<file path="src/rtl/seg_scan_pkg.sv">
// Shared constants and helpers for the seven-segment scan driver.
// Segment patterns are {g,f,e,d,c,b,a}, active-low (0 = segment lit).
package seg_scan_pkg;

   localparam logic [6:0] SEG_0     = 7'b1000000;
   localparam logic [6:0] SEG_1     = 7'b1111001;
   localparam logic [6:0] SEG_2     = 7'b0100100;
   localparam logic [6:0] SEG_3     = 7'b0110000;
   localparam logic [6:0] SEG_4     = 7'b0011001;
   localparam logic [6:0] SEG_5     = 7'b0010010;
   localparam logic [6:0] SEG_6     = 7'b0000010;
   localparam logic [6:0] SEG_7     = 7'b1111000;
   localparam logic [6:0] SEG_8     = 7'b0000000;
   localparam logic [6:0] SEG_9     = 7'b0010000;
   localparam logic [6:0] SEG_DASH  = 7'b0111111;
   localparam logic [6:0] SEG_BLANK = 7'b1111111;

   // Phase inside one digit slot: anodes dark (anti-ghosting) or digit lit.
   typedef enum logic {
      SLOT_BLANK = 1'b0,
      SLOT_LIT   = 1'b1
   } slot_phase_e;

   // BCD to active-low segments; non-BCD codes show a dash so a bad
   // counter value is visible rather than silently misread.
   function automatic logic [6:0] bcd_to_seg(input logic [3:0] bcd);
      logic [6:0] seg;
      case (bcd)
         4'd0:    seg = SEG_0;
         4'd1:    seg = SEG_1;
         4'd2:    seg = SEG_2;
         4'd3:    seg = SEG_3;
         4'd4:    seg = SEG_4;
         4'd5:    seg = SEG_5;
         4'd6:    seg = SEG_6;
         4'd7:    seg = SEG_7;
         4'd8:    seg = SEG_8;
         4'd9:    seg = SEG_9;
         default: seg = SEG_DASH;
      endcase
      return seg;
   endfunction

endpackage

</file>
<file path="src/rtl/seg_scan_driver_if.sv">
// Bundle between the decade counters / display pins and the scan driver.
// master: the side that owns count_in and watches the display pins.
// slave:  the scan driver itself.
interface seg_scan_driver_if #(
   parameter int DIGITS = 4
);
   logic [4*DIGITS-1:0] count_in;
   logic [6:0]          seg_n;
   logic [DIGITS-1:0]   an_n;
   logic                frame_tick;

   modport master (output count_in, input seg_n, an_n, frame_tick);
   modport slave  (input count_in, output seg_n, an_n, frame_tick);
endinterface

</file>
<file path="src/rtl/bcd_seg_decoder.sv">
// Combinational BCD to active-low seven-segment decoder.
module bcd_seg_decoder
   import seg_scan_pkg::*;
(
   input  logic [3:0] i_bcd,
   output logic [6:0] o_seg_n
);

   assign o_seg_n = bcd_to_seg(i_bcd);

endmodule

</file>
<file path="src/rtl/seg_scan_driver.sv">
// Seven-segment scan driver for a common-anode display.
// Synchronises rippling BCD counter outputs, snapshots a stable value once
// per frame and time-multiplexes the digits with a short dark gap at the
// start of each slot. Optional leading-zero blanking is compiled in when the
// macro SEG_LEAD_ZERO_BLANK_EN is defined.
module seg_scan_driver
   import seg_scan_pkg::*;
#(
   parameter int DIGITS      = 4,
   parameter int REFRESH_DIV = 50000,
   parameter int BLANK_CYC   = 2
) (
   input  logic              clk,
   input  logic              rst_n,
   seg_scan_driver_if.slave  bus
);

   localparam int PRE_W = (REFRESH_DIV > 1) ? $clog2(REFRESH_DIV) : 1;
   localparam int IDX_W = (DIGITS > 1) ? $clog2(DIGITS) : 1;
   localparam logic [PRE_W-1:0] PRE_LAST  = PRE_W'(REFRESH_DIV - 1);
   localparam logic [PRE_W-1:0] PRE_BLANK = PRE_W'(BLANK_CYC);
   localparam logic [IDX_W-1:0] IDX_LAST  = IDX_W'(DIGITS - 1);

   logic [4*DIGITS-1:0] r_sync1;
   logic [4*DIGITS-1:0] r_sync2;
   logic [4*DIGITS-1:0] r_prev;
   logic [4*DIGITS-1:0] r_snap;
   logic [PRE_W-1:0]    r_pre;
   logic [IDX_W-1:0]    r_idx;
   logic [6:0]          r_seg_n;
   logic [DIGITS-1:0]   r_an_n;
   logic                r_frame_tick;

   logic                w_stable;
   logic                w_pre_last;
   logic                w_idx_last;
   logic                w_wrap;
   slot_phase_e         w_phase;
   logic [3:0]          w_digit;
   logic [6:0]          w_dec_seg;
   logic [6:0]          w_seg_next;
   logic [DIGITS-1:0]   w_an_next;

   // A value is only trusted once two consecutive synchronised samples agree,
   // which filters out counter states caught mid-ripple.
   assign w_stable   = (r_sync2 == r_prev);
   assign w_pre_last = (r_pre == PRE_LAST);
   assign w_idx_last = (r_idx == IDX_LAST);
   assign w_wrap     = w_pre_last && w_idx_last;
   assign w_phase    = (r_pre < PRE_BLANK) ? SLOT_BLANK : SLOT_LIT;

   // Two-flop synchroniser plus one history stage for the stability check.
   always_ff @(posedge clk or negedge rst_n) begin
      if (!rst_n) begin
         r_sync1 <= '0;
         r_sync2 <= '0;
         r_prev  <= '0;
      end else begin
         r_sync1 <= bus.count_in;
         r_sync2 <= r_sync1;
         r_prev  <= r_sync2;
      end
   end

   // Slot prescaler, digit index and once-per-frame snapshot.
   always_ff @(posedge clk or negedge rst_n) begin
      if (!rst_n) begin
         r_pre  <= '0;
         r_idx  <= '0;
         r_snap <= '0;
      end else begin
         r_pre <= w_pre_last ? '0 : r_pre + PRE_W'(1);
         if (w_pre_last) begin
            r_idx <= w_idx_last ? '0 : r_idx + IDX_W'(1);
         end
         if (w_wrap && w_stable) begin
            r_snap <= r_sync2;
         end
      end
   end

   // Select the current digit out of the snapshot.
   always_comb begin
      w_digit = 4'd0;
      for (int i = 0; i < DIGITS; i++) begin
         if (r_idx == IDX_W'(i)) begin
            w_digit = r_snap[4*i +: 4];
         end
      end
   end

   bcd_seg_decoder u_dec (
      .i_bcd   (w_digit),
      .o_seg_n (w_dec_seg)
   );

`ifdef SEG_LEAD_ZERO_BLANK_EN
   logic w_upper_zero;
   logic w_blank;

   // True when this digit and every more significant digit are zero.
   always_comb begin
      w_upper_zero = 1'b1;
      for (int i = 0; i < DIGITS; i++) begin
         if ((IDX_W'(i) >= r_idx) && (r_snap[4*i +: 4] != 4'd0)) begin
            w_upper_zero = 1'b0;
         end
      end
   end

   // Digit 0 always shows, so a zero value still reads "0".
   assign w_blank    = (r_idx != '0) && w_upper_zero;
   assign w_seg_next = w_blank ? SEG_BLANK : w_dec_seg;
`else
   assign w_seg_next = w_dec_seg;
`endif

   // One-low anode pattern for the active digit, all dark during the gap.
   always_comb begin
      w_an_next = '1;
      if (w_phase == SLOT_LIT) begin
         for (int i = 0; i < DIGITS; i++) begin
            if (r_idx == IDX_W'(i)) begin
               w_an_next[i] = 1'b0;
            end
         end
      end
   end

   // Registered pin drivers; reset leaves the display fully dark.
   always_ff @(posedge clk or negedge rst_n) begin
      if (!rst_n) begin
         r_seg_n      <= SEG_BLANK;
         r_an_n       <= '1;
         r_frame_tick <= 1'b0;
      end else begin
         r_seg_n      <= w_seg_next;
         r_an_n       <= w_an_next;
         r_frame_tick <= w_wrap;
      end
   end

   assign bus.seg_n      = r_seg_n;
   assign bus.an_n       = r_an_n;
   assign bus.frame_tick = r_frame_tick;

endmodule

</file>
<file path="src/flat_wrapper.sv">
// flat-port wrapper written by rule: the top's interface ports become plain ports
module seg_scan_driver_flat import seg_scan_pkg::*;
#(
   parameter int DIGITS      = 4,
   parameter int REFRESH_DIV = 50000,
   parameter int BLANK_CYC   = 2
)
  (clk, rst_n, bus_count_in, bus_seg_n, bus_an_n, bus_frame_tick);
  seg_scan_driver_if #(.DIGITS(DIGITS)) bus_i ();
  input  logic clk;
  input  logic rst_n;
  input wire logic [$bits(bus_i.count_in)-1:0] bus_count_in;
  output wire logic [$bits(bus_i.seg_n)-1:0] bus_seg_n;
  output wire logic [$bits(bus_i.an_n)-1:0] bus_an_n;
  output wire logic [$bits(bus_i.frame_tick)-1:0] bus_frame_tick;
  assign bus_i.count_in = bus_count_in;
  assign bus_seg_n = bus_i.seg_n;
  assign bus_an_n = bus_i.an_n;
  assign bus_frame_tick = bus_i.frame_tick;
  seg_scan_driver #(.DIGITS(DIGITS), .REFRESH_DIV(REFRESH_DIV), .BLANK_CYC(BLANK_CYC)) u_core (.clk(clk), .rst_n(rst_n), .bus(bus_i));
endmodule
</file>
<file path="config.mk">
export PLATFORM = sky130hd
export DESIGN_NAME = seg_scan_driver_flat
export DESIGN_NICKNAME = d
export VERILOG_FILES = /design/src/rtl/seg_scan_pkg.sv /design/src/rtl/seg_scan_driver_if.sv /design/src/rtl/bcd_seg_decoder.sv /design/src/rtl/seg_scan_driver.sv /design/src/flat_wrapper.sv
export SDC_FILE = /design/constraint.sdc
export NUM_CORES = 1
export LEC_CHECK = 0
export ABC_CLOCK_PERIOD_IN_PS = 3900
export BUFFER_PORTS_ARGS = -buffer_cell sky130_fd_sc_hd__buf_2
export CAP_MARGIN = 30
export CORE_MARGIN = 1.5
export CORE_UTILIZATION = 60
export DETAILED_ROUTE_END_ITERATION = 8
export PLACE_DENSITY = 0.87
export SYNTH_ARGS = -nofsm -noshare
export SYNTH_HDL_FRONTEND = slang
export SYNTH_SLANG_ARGS = --single-unit
</file>
<file path="constraint.sdc">
create_clock -name clk -period 3.9 [get_ports clk]
set_input_delay 0.195 -clock clk [delete_from_list [all_inputs] [get_ports clk]]
set_output_delay 0.195 -clock clk [all_outputs]
set_load 0.05 [all_outputs]
</file>
**Word level (Yosys, flattened, before mapping)**

Memory sizes are Yosys's and may differ from the RTL's. A register that Yosys moved wholly into a read port is not among the register bits.
Index checks and enable logic that the tools add are counted.

- Register bits: 87
- Memory bits (read-only): 112
- Memory bits (writable): 0
- Output and inout bits: 12
- Bits in latches: 0
- Bits of input ports: 18
- Memories kept: 1

- Muxes and demuxes: 11
- Bitwise operators: 0
- Order comparisons: 1
- Reduce and logical (&&, ||, !) cells: 4
- Shift operators: 0
- Multipliers: 0
- Add/sub/neg operators: 2
- Equality and inequality tests: 5
- Divide/modulo/power cells: 0

Memory list:

| memory | words | width | read ports | clocked after Yosys merged registers in | wr ports | line | text |
|---|---|---|---|---|---|---|---|
| (name not given) | 16 | 7 | 1 | 1 | 0 | seg_scan_pkg.sv:28 | `case (bcd)` |

Operator list:

| cell | number |
|---|---|
| 4-bit 2-to-1 mux | 5 |
| 16-bit by 1-bit adder with 16-bit output, second input constant | 1 |
| 16-bit == test | 1 |
| 16-bit == test, second input constant | 1 |
| 16-bit by 2-bit less-than comparator with 1-bit output, second input constant | 1 |
| 16-bit 2-to-1 mux | 1 |
| 2-bit == test, second input constant | 2 |
| 1-bit 2-to-1 mux | 4 |
| 2-bit by 1-bit adder with 2-bit output, second input constant | 1 |
| 2-bit by 1-bit == test with 1-bit output, second input constant | 1 |
| 1-bit logical AND | 2 |
| 2-bit zero test | 1 |
| 2-bit 2-to-1 mux | 1 |
| 1-bit zero test | 1 |

**Logic depth before layout (Yosys ltp)**

Gate-level depths: netlist of the first run.

- Word-level depth: 5
- Mapped depth: 9
- Depth with buffers taken out: 9

**Cells and area by module**

A second synthesis of the first run with hierarchy kept.

- Cell total of the unflattened synthesis: 264
- Area total of the unflattened synthesis: 3616.0 um2

Modules (own cells, without submodules):

| module | times used | area an instance (um2) | seq. area each (um2) | cells an instance |
|---|---|---|---|---|
| seg_scan_driver | 1 | 3392.0 | 2366.0 | 233 |
| bcd_seg_decoder | 1 | 224.0 | 0.0 | 31 |

**Worst setup path before layout of the first run**

No wires, ideal clock.

- Path kind: register to register
- Start point: reg u_core.r_idx[0]
- End point: reg u_core.r_seg_n[3] (netlist: u_core.bus.seg_n[3])
- Path buffers: 0
- Slack: 1.904 ns
- Data required time: 3.819 ns
- Arrival time: 1.915 ns
- Stages on the path, launching flop included: 8
- Cell sequence: dfrtp_1 > inv_1 > ha_1 > nor2b_2 > a221o_1 > a22o_2 > or4_1 > o211ai_1

- Cells in the longest elaborated chain, start to end: 5
- Elaborated cells between the ends (all ways): 8
- Those cells by class: 3 x eq/ne; 4 x mux; 1 x reduce/logical

RTL lines:

| element | line | text |
|---|---|---|
| from (decl) | seg_scan_driver.sv:29 | `logic [IDX_W-1:0] r_idx;` |
| from (signal assigned) | seg_scan_driver.sv:74 | `r_idx <= w_idx_last ? '0 : r_idx + IDX_W'(1);` |
| 2-bit zero test | seg_scan_driver.sv:86 | `if (r_idx == IDX_W'(i)) begin` |
| 4-bit 2-to-1 mux (3 in a row) | seg_scan_driver.sv:86 |  |
| 4-bit 2-to-1 mux * | seg_scan_driver.sv:86 |  |
| to (decl) | seg_scan_driver.sv:30 | `logic [6:0] r_seg_n;` |

Every way passes the cells marked *; elsewhere a longest branch is shown, timed or not.
A chain may end at the register's enable or synchronous reset.

**Worst setup path in the final report of the first run**

- Start point: reg u_core.r_pre[0]
- End point: reg u_core.r_snap[3]

- Cells in the longest elaborated chain, start to end: 3

RTL lines:

| element | line | text |
|---|---|---|
| from (decl) | seg_scan_driver.sv:28 | `logic [PRE_W-1:0] r_pre;` |
| from (signal assigned) | seg_scan_driver.sv:72 | `r_pre <= w_pre_last ? '0 : r_pre + PRE_W'(1);` |
| 16-bit == test | seg_scan_driver.sv:47 | `assign w_pre_last = (r_pre == PRE_LAST);` |
| 1-bit logical AND | seg_scan_driver.sv:49 | `assign w_wrap = w_pre_last && w_idx_last;` |
| 1-bit logical AND | seg_scan_driver.sv:76 | `if (w_wrap && w_stable) begin` |
| to (signal assigned) | seg_scan_driver.sv:77 | `r_snap <= r_sync2;` |
| to (decl) | seg_scan_driver.sv:27 | `logic [4*DIGITS-1:0] r_snap;` |

No other way between the ends.

==> flow_metrics.env, run 1 <==
export IMPL_grt_first_pass_wirelength_microns=9510
export IMPL_antennaDiodeCount=0
export IMPL_dieArea_sq_um=6310
export IMPL_run_status="completed"
export IMPL_fmax_ghz=0.358
export IMPL_overflow=0
export IMPL_combPwrFrac_pct=3.5
export IMPL_setup_viol=0
export IMPL_total_leakage_power_nw=1.87
export IMPL_layout_drive_gt1_share_pct=25.3
export IMPL_worstHoldStart="u_core.r_sync1[9]"
export IMPL_setup_repair_after_global_routing_missed_its_margin="no"
export IMPL_area_growth_syn_to_layout_pct=15.3
export IMPL_cts_buffers_inserted=9
export IMPL_postSynthAreaPerCell_sq_um=14.3
export IMPL_end_kind="flop"
export IMPL_drc_markers=0
export IMPL_clock_tree_buffer_depth=2
export IMPL_worst_hold_path_endpoint="u_core.r_sync2[9]"
export IMPL_slew_viol_final=0
export IMPL_synth_seq_cells=94
export IMPL_route_detailed_vias_per_inst=5.30
export IMPL_clkTransAtPathRegs_ns=0.08
export IMPL_clock_insertion_delay_worst_skew_ns=0.35
export IMPL_maxCapViolations=0
export IMPL_most_used_cells_in_the_layout_excluding_fill_and_tap_cells="sky130_fd_sc_hd__dfrtp_1, sky130_fd_sc_hd__buf_2, sky130_fd_sc_hd__xnor2_1"
export IMPL_cp_max_fo=16
export IMPL_skew_ns=0.0139
export IMPL_met2_usage_pct=32.9
export IMPL_register_area_sq_um=2370
export IMPL_power_per_cell_area_nw_per_um2=401
export IMPL_antenna_violating_nets_post_route=0
export IMPL_hold_violations=0
export IMPL_fp_dieH_microns=79.4
export IMPL_met1_usage_pct=26.4
export IMPL_io_buffers=29
export IMPL_grt_antenna_before_repair=0
export IMPL_criticalPathCategory="reg -> reg"
export IMPL_cts_repair_resize_count=0
export IMPL_initial_core_util_pct=62.9
export IMPL_synth_cell_area_sq_um=3500
export IMPL_cts_root_buf="sky130_fd_sc_hd__clkbuf_8"
export IMPL_cts_max_level=3
export IMPL_fraction_of_power_spent_switching_nets_pct=21.4
export IMPL_required_ns=4.13
export IMPL_num_nets_final=323
export IMPL_hold_path_class="reg -> reg"
export IMPL_dieWidth_microns=79.4
export IMPL_dp_hpwl_microns=3730
export IMPL_first_iter_violations=100
export IMPL_num_fill_cells=369
export IMPL_max_slew_margin_vs_limit_pct=45.0
export IMPL_crit_path_start_kind="flop"
export IMPL_min_path_cells=0
export IMPL_min_period_over_period_pct=71.6
export IMPL_global_route_usage_total_pct=20.5
export IMPL_tritoncts="built"
export IMPL_internal_power_mw=1.27
export IMPL_yosys_warnings=0
export IMPL_route_final_wire_length_microns=5650
export IMPL_multiInputGateArea_sq_um=1060
export IMPL_sequentialPowerShare_pct=62.7
export IMPL_pwr_share_clk_pct=33.8
export IMPL_syn_num_nets=269
export IMPL_layout_commonest_cell="sky130_fd_sc_hd__dfrtp_1"
export IMPL_r2r_endpoint="u_core.r_snap[3]"
export IMPL_grt_pass1_vias=2040
export IMPL_synth_distinct_cells=40
export IMPL_r2r_worst_path_cells=6
export IMPL_core_area_sq_um=5570
export IMPL_place_congestion=0.859
export IMPL_first_pass_detailed_route_iteration_total=5
export IMPL_power_ir_vdd_worst_v=0.000303
export IMPL_cts_setup_buffers=0
export IMPL_yosysSeqAreaShare_pct=67.5
export IMPL_rows=27
export IMPL_cp_arrival_ns=3.02
export IMPL_detailroute_via_count=1994
export IMPL_gr_max_usage_layer="met2"
export IMPL_numClockSinks=94
export IMPL_design_power_total_mw=1.62
export IMPL_groute_layer_met3_usage_pct=4.11
export IMPL_post_synth_inst_count=245
export IMPL_reg2reg_setup_slack_ns=1.11
export IMPL_critical_path_reg2reg_startpoint="u_core.r_pre[0]"
export IMPL_finalWorstPathRequiredPeriod_ns=2.79
export IMPL_routedWlPerCell_microns=15.0
export IMPL_worst_slew_pin_transition_ns=0.825
export IMPL_io_pin_count=30
export IMPL_timing_setup_tns_ns=0
export IMPL_grt_max_degree=64
export IMPL_p_sw_mw=0.346
worst max-delay path, cell delays in order (launching register included):
cell and delay, ns:
sky130_fd_sc_hd__dfrtp_1 0.40, sky130_fd_sc_hd__ha_1 0.22, sky130_fd_sc_hd__and3_2 0.24, sky130_fd_sc_hd__nand3_2 0.11, sky130_fd_sc_hd__nor3_4 0.49, sky130_fd_sc_hd__and3_1 0.80
sky130_fd_sc_hd__mux2_2 0.41
synthesized netlist by cell type (all sizes together):
master	count	area share, %
o32a	1	0.29
nor3	4	0.89
mux2i	1	0.29
nand4	7	1.2
inv	7	0.75
or4	1	0.21
nand3	12	1.9
a221o	2	0.57
dfstp	11	8.3
mux2	16	6.0
and3	3	0.57
nor4	5	1.3
o21ai	3	0.43
a21oi	5	0.71
clkbuf	1	0.11
o211ai	2	0.43
nand2b	2	0.36
o22ai	1	0.18
buf	3	1.2
nor2b	2	0.43
nor2	15	1.6
ha	6	2.1
xor2	10	2.5
nand2	15	1.7
dfrtp	83	59
xnor2	20	5.0
a22oi	2	0.43
a22o	2	0.54
o21a	1	0.21
o22a	2	0.50
registers in the layout, indices dropped and copies added, names as in the netlist:
register / count
u_core.r_snap: 16
u_core.r_prev: 16
u_core.bus.frame_tick: 1
u_core.r_sync2: 16
u_core.bus.an_n: 4
u_core.r_idx: 2
u_core.r_sync1: 16
u_core.r_pre: 16
u_core.bus.seg_n: 7
stage by stage:
| stage | utilization [%] | hold slack (ns) | worst slack (ns) | cell area, sq um | instances |
|---|---|---|---|---|---|
| after floorplan | - | -0.101 | 1.90 | 3500 | 245 |
| after global routing | 72.5 | 0.359 | 0.916 | 4040 | 376 |
| final | 72.5 | 0.346 | 1.11 | 4040 | 376 |
| after CTS | 72.5 | 0.345 | 1.10 | 4040 | 376 |
| after global placement | 66.4 | 0.298 | 1.25 | 3700 | 343 |
| after detailed placement | 66.4 | 0.304 | 1.13 | 3700 | 343 |
power groups by stage:
stage               clock network (mW)  registers (mW)  logic, mW
floorplan                            0            1.03     0.0152
global placement                     0            1.03     0.0426
detailed placement                   0            1.03     0.0449
CTS                              0.557            1.01     0.0578
global route                     0.599            1.02     0.0652
finish                           0.547            1.01     0.0567
layout make-up:
cell class,instances,area share [%]
flip-flops and latches,94,58.6
multi-input cells,140,26.4
repair buffers,47,8.05
clock buffers,11,3.50
well taps,72,2.23
inverters,7,0.651
clock inverters,5,0.620
metal layers:
metal	vias up	wire, microns	share of wire [%]
met2	45	2890	51
met4	0	68	1.2
met1	992	2510	45
met3	7	175	3.1
li1	950	-	-
met5	-	0	0
how the worst max path moves through the flow:
stage / from / to / slack [ns] / depth (start not counted)
2_1_floorplan: u_core.r_idx[0] / u_core.bus.seg_n[3] / 1.90 / 7
3_3_place_gp: u_core.r_pre[0] / u_core.r_snap[4] / 1.25 / 6
3_5_place_dp: u_core.r_pre[0] / u_core.r_snap[3] / 1.13 / 6
4_1_cts: u_core.r_pre[0] / u_core.r_snap[3] / 1.10 / 6
5_1_grt: u_core.r_pre[0] / u_core.r_snap[3] / 0.92 / 6
6_report: u_core.r_pre[0] / u_core.r_snap[3] / 1.11 / 6
kinds of logic (layout without fill, tap and decap cells):
logic type	after synthesis	after routing	synth area share, %
AOI/OAI and AO/OA	21	21	4.29
xor gates and xnor gates	30	30	7.50
adders and majority gates	6	6	2.14
buffers and inverters	11	70	2.07
DFF	94	94	67.5
muxes	17	17	6.29
and+or+nand+nor	66	66	10.2
timing repair:
action	in CTS	in global routing
endpoints found under the setup margin	0	0
hold buffers	17	0
endpoints found under the hold margin	74	0
Power figures use the tool's default switching activity.
==> run 2, diff against run 1 <==
Settings changed: ABC_CLOCK_PERIOD_IN_PS 3900 to 2600, CORE_UTILIZATION 60 to 58, PLACE_DENSITY 0.87 to 0.85.
Clock period 3.9 ns to 2.6 ns, I/O delays scaled along.
==> run 2 against run 1 <==
Compared with the run above:
- non-clock buffer count is 2 higher
- highest routed layer unchanged
- final cell count is 1.3% higher
- first-iteration DRC count is 18% lower
- sequential cell count stayed put
- largest power group unchanged
- hold slack better by 0.00075 ns
- critical path type unchanged
==> flow_metrics.env, run 2 (synthesized netlist as in run 1, its figures left out) <==
export IMPL_layout_drive_gt1_share_pct=26.1
export IMPL_routedWlPerCell_microns=14.8
export IMPL_dp_hpwl_microns=3730
export IMPL_cts_root_buf="sky130_fd_sc_hd__clkbuf_8"
export IMPL_slew_viol_final=0
export IMPL_design_power_total_mw=2.65
export IMPL_first_pass_detailed_route_iteration_total=4
export IMPL_clock_insertion_delay_worst_skew_ns=0.35
export IMPL_global_route_usage_total_pct=19.8
export IMPL_route_detailed_vias_per_inst=5.27
export IMPL_io_buffers=29
export IMPL_instances_no_fill=381
export IMPL_crit_slowest_cell="sky130_fd_sc_hd__or4_1"
export IMPL_core_area_sq_um=5890
export IMPL_crit_path_start_kind="flop"
export IMPL_cp_max_fo=7
export IMPL_place_inst=348
export IMPL_post_route_util_pct=70.1
export IMPL_cp_cell_sequence="inv_1, ha_1, nor2b_2, a221o_1, a22o_2, or4_1, o211ai_1"
export IMPL_cts_buffers_inserted=9
export IMPL_r2r_endpoint="u_core.bus.seg_n[3]"
export IMPL_dp_worst_setup_slack_ns=0.425
export IMPL_most_used_cells_in_the_layout_excluding_fill_and_tap_cells="sky130_fd_sc_hd__dfrtp_1, sky130_fd_sc_hd__buf_2, sky130_fd_sc_hd__xnor2_1"
export IMPL_fmax_ghz=0.455
export IMPL_setup_repair_after_global_routing_missed_its_margin="no"
export IMPL_clock_tree_buffer_depth=2
export IMPL_total_leakage_power_nw=1.90
export IMPL_end_kind="flop"
export IMPL_worst_path_dominant_cell_family="compound AO/OA/AOI/OAI gates"
export IMPL_power_ir_vdd_worst_v=0.000499
export IMPL_dieArea_sq_um=6520
export IMPL_path_buf_inv=1
export IMPL_power_per_cell_area_nw_per_um2=642
export IMPL_grt_first_pass_wirelength_microns=9480
export IMPL_criticalPathCategory="reg -> reg"
export IMPL_reg2reg_setup_slack_ns=0.40
export IMPL_skew_ns=0.00725
export IMPL_hold_path_class="in -> async"
export IMPL_overflow=0
export IMPL_num_nets_final=325
export IMPL_layout_commonest_cell="sky130_fd_sc_hd__dfrtp_1"
export IMPL_cp_arrival_ns=2.48
export IMPL_initial_core_util_pct=59.5
export IMPL_run_status="completed"
export IMPL_r2r_worst_path_cells=7
export IMPL_required_ns=2.88
export IMPL_io_pin_count=30
export IMPL_antennaDiodeCount=0
export IMPL_antenna_violating_nets_post_route=0
export IMPL_critical_path_reg2reg_startpoint="u_core.r_idx[1]"
export IMPL_min_period_over_period_pct=84.5
export IMPL_cts_max_level=3
export IMPL_worst_slew_pin_transition_ns=0.577
export IMPL_maxCapViolations=0
export IMPL_numClockSinks=94
export IMPL_grt_antenna_before_repair=0
export IMPL_rows=28
export IMPL_route_final_wire_length_microns=5640
export IMPL_hold_violations=0
export IMPL_area_growth_syn_to_layout_pct=17.8
export IMPL_grt_max_degree=95
export IMPL_grt_pass1_vias=2074
export IMPL_drc_markers=0
export IMPL_setup_viol=0
export IMPL_clkTransAtPathRegs_ns=0.09
export IMPL_finalWorstPathRequiredPeriod_ns=2.20
export IMPL_fp_dieH_microns=80.7
export IMPL_tritoncts="built"
export IMPL_place_congestion=0.913
export IMPL_timing_setup_tns_ns=0
export IMPL_first_iter_violations=82
export IMPL_max_slew_margin_vs_limit_pct=61.5
export IMPL_detailroute_via_count=2009
export IMPL_setup_slack_ns=0.402
export IMPL_crit_path_max_incr_delay_ns=0.54
export IMPL_dieWidth_microns=80.7
-- run 2: changes by cell type in the layout (fill, tap and decap cells not counted) --
cell,delta
sky130_fd_sc_hd__clkinv_2,-3
sky130_fd_sc_hd__clkbuf_1,-1
sky130_fd_sc_hd__buf_4,+1
sky130_fd_sc_hd__clkinvlp_4,+2
sky130_fd_sc_hd__bufinv_16,+2
sky130_fd_sc_hd__buf_12,+1
-- run 2: power by group --
part	internal (mW)	switching, mW	total [mW]
Combinational	0.0463	0.0399	0.0861
Sequential	1.50	0.0219	1.52
Clock	0.564	0.479	1.04
-- run 2: what timing repair did --
action	4_1_cts	5_1_grt
setup endpoints to repair	0	0
endpoints found under the hold margin	99	0
hold buffers	17	0
buffers inserted	0	0
gates resized for setup	0	0
-- run 2: per-stage QoR --
| step | cell area [sq um] | hold slack [ns] |
|---|---|---|
| 6_report | 4130 | 0.346 |
| 2_1_floorplan | 3500 | -0.166 |
| 3_5_place_dp | 3730 | 0.212 |
| 4_1_cts | 4130 | 0.352 |
| 5_1_grt | 4130 | 0.359 |
| 3_3_place_gp | 3730 | 0.206 |
-- run 2: worst min-delay path, cell delays in order --
cell and delay, ns:
sky130_fd_sc_hd__dlygate4sd3_1 0.52, sky130_fd_sc_hd__buf_4 0.11, sky130_fd_sc_hd__buf_12 0.37
-- run 2: per-layer routing --
layer / GRT usage, % / routed length, microns
met5: 0 / 0
met4: 10.9 / 117
met3: 3.52 / 163
met2: 32.6 / 2810
met1: 24.9 / 2550
-- run 2: area by class of cell --
cell class | count | area (sq um)
Tap cell | 75 | 93.8
Inverter | 7 | 26.3
Clock buffer | 10 | 138
Clock inverter | 6 | 85.1
Fill cell | 403 | 1760
Multi-Input combinational cell | 140 | 1060
Timing Repair Buffer | 49 | 353
Sequential cell | 94 | 2370
-- run 2: how the worst max path moves through the flow --
| stage | startpoint | end | slack (ns) | cells after the start |
|---|---|---|---|---|
| detailed placement | u_core.r_idx[1] | u_core.bus.seg_n[3] | 0.43 | 7 |
| floorplan | u_core.r_idx[0] | u_core.bus.seg_n[3] | 0.60 | 7 |
| CTS | u_core.r_idx[1] | u_core.bus.seg_n[3] | 0.41 | 7 |
| global route | u_core.r_idx[1] | u_core.bus.seg_n[3] | 0.31 | 7 |
| global placement | u_core.r_idx[0] | u_core.bus.seg_n[3] | 0.56 | 7 |
| finish | u_core.r_idx[1] | u_core.bus.seg_n[3] | 0.40 | 7 |
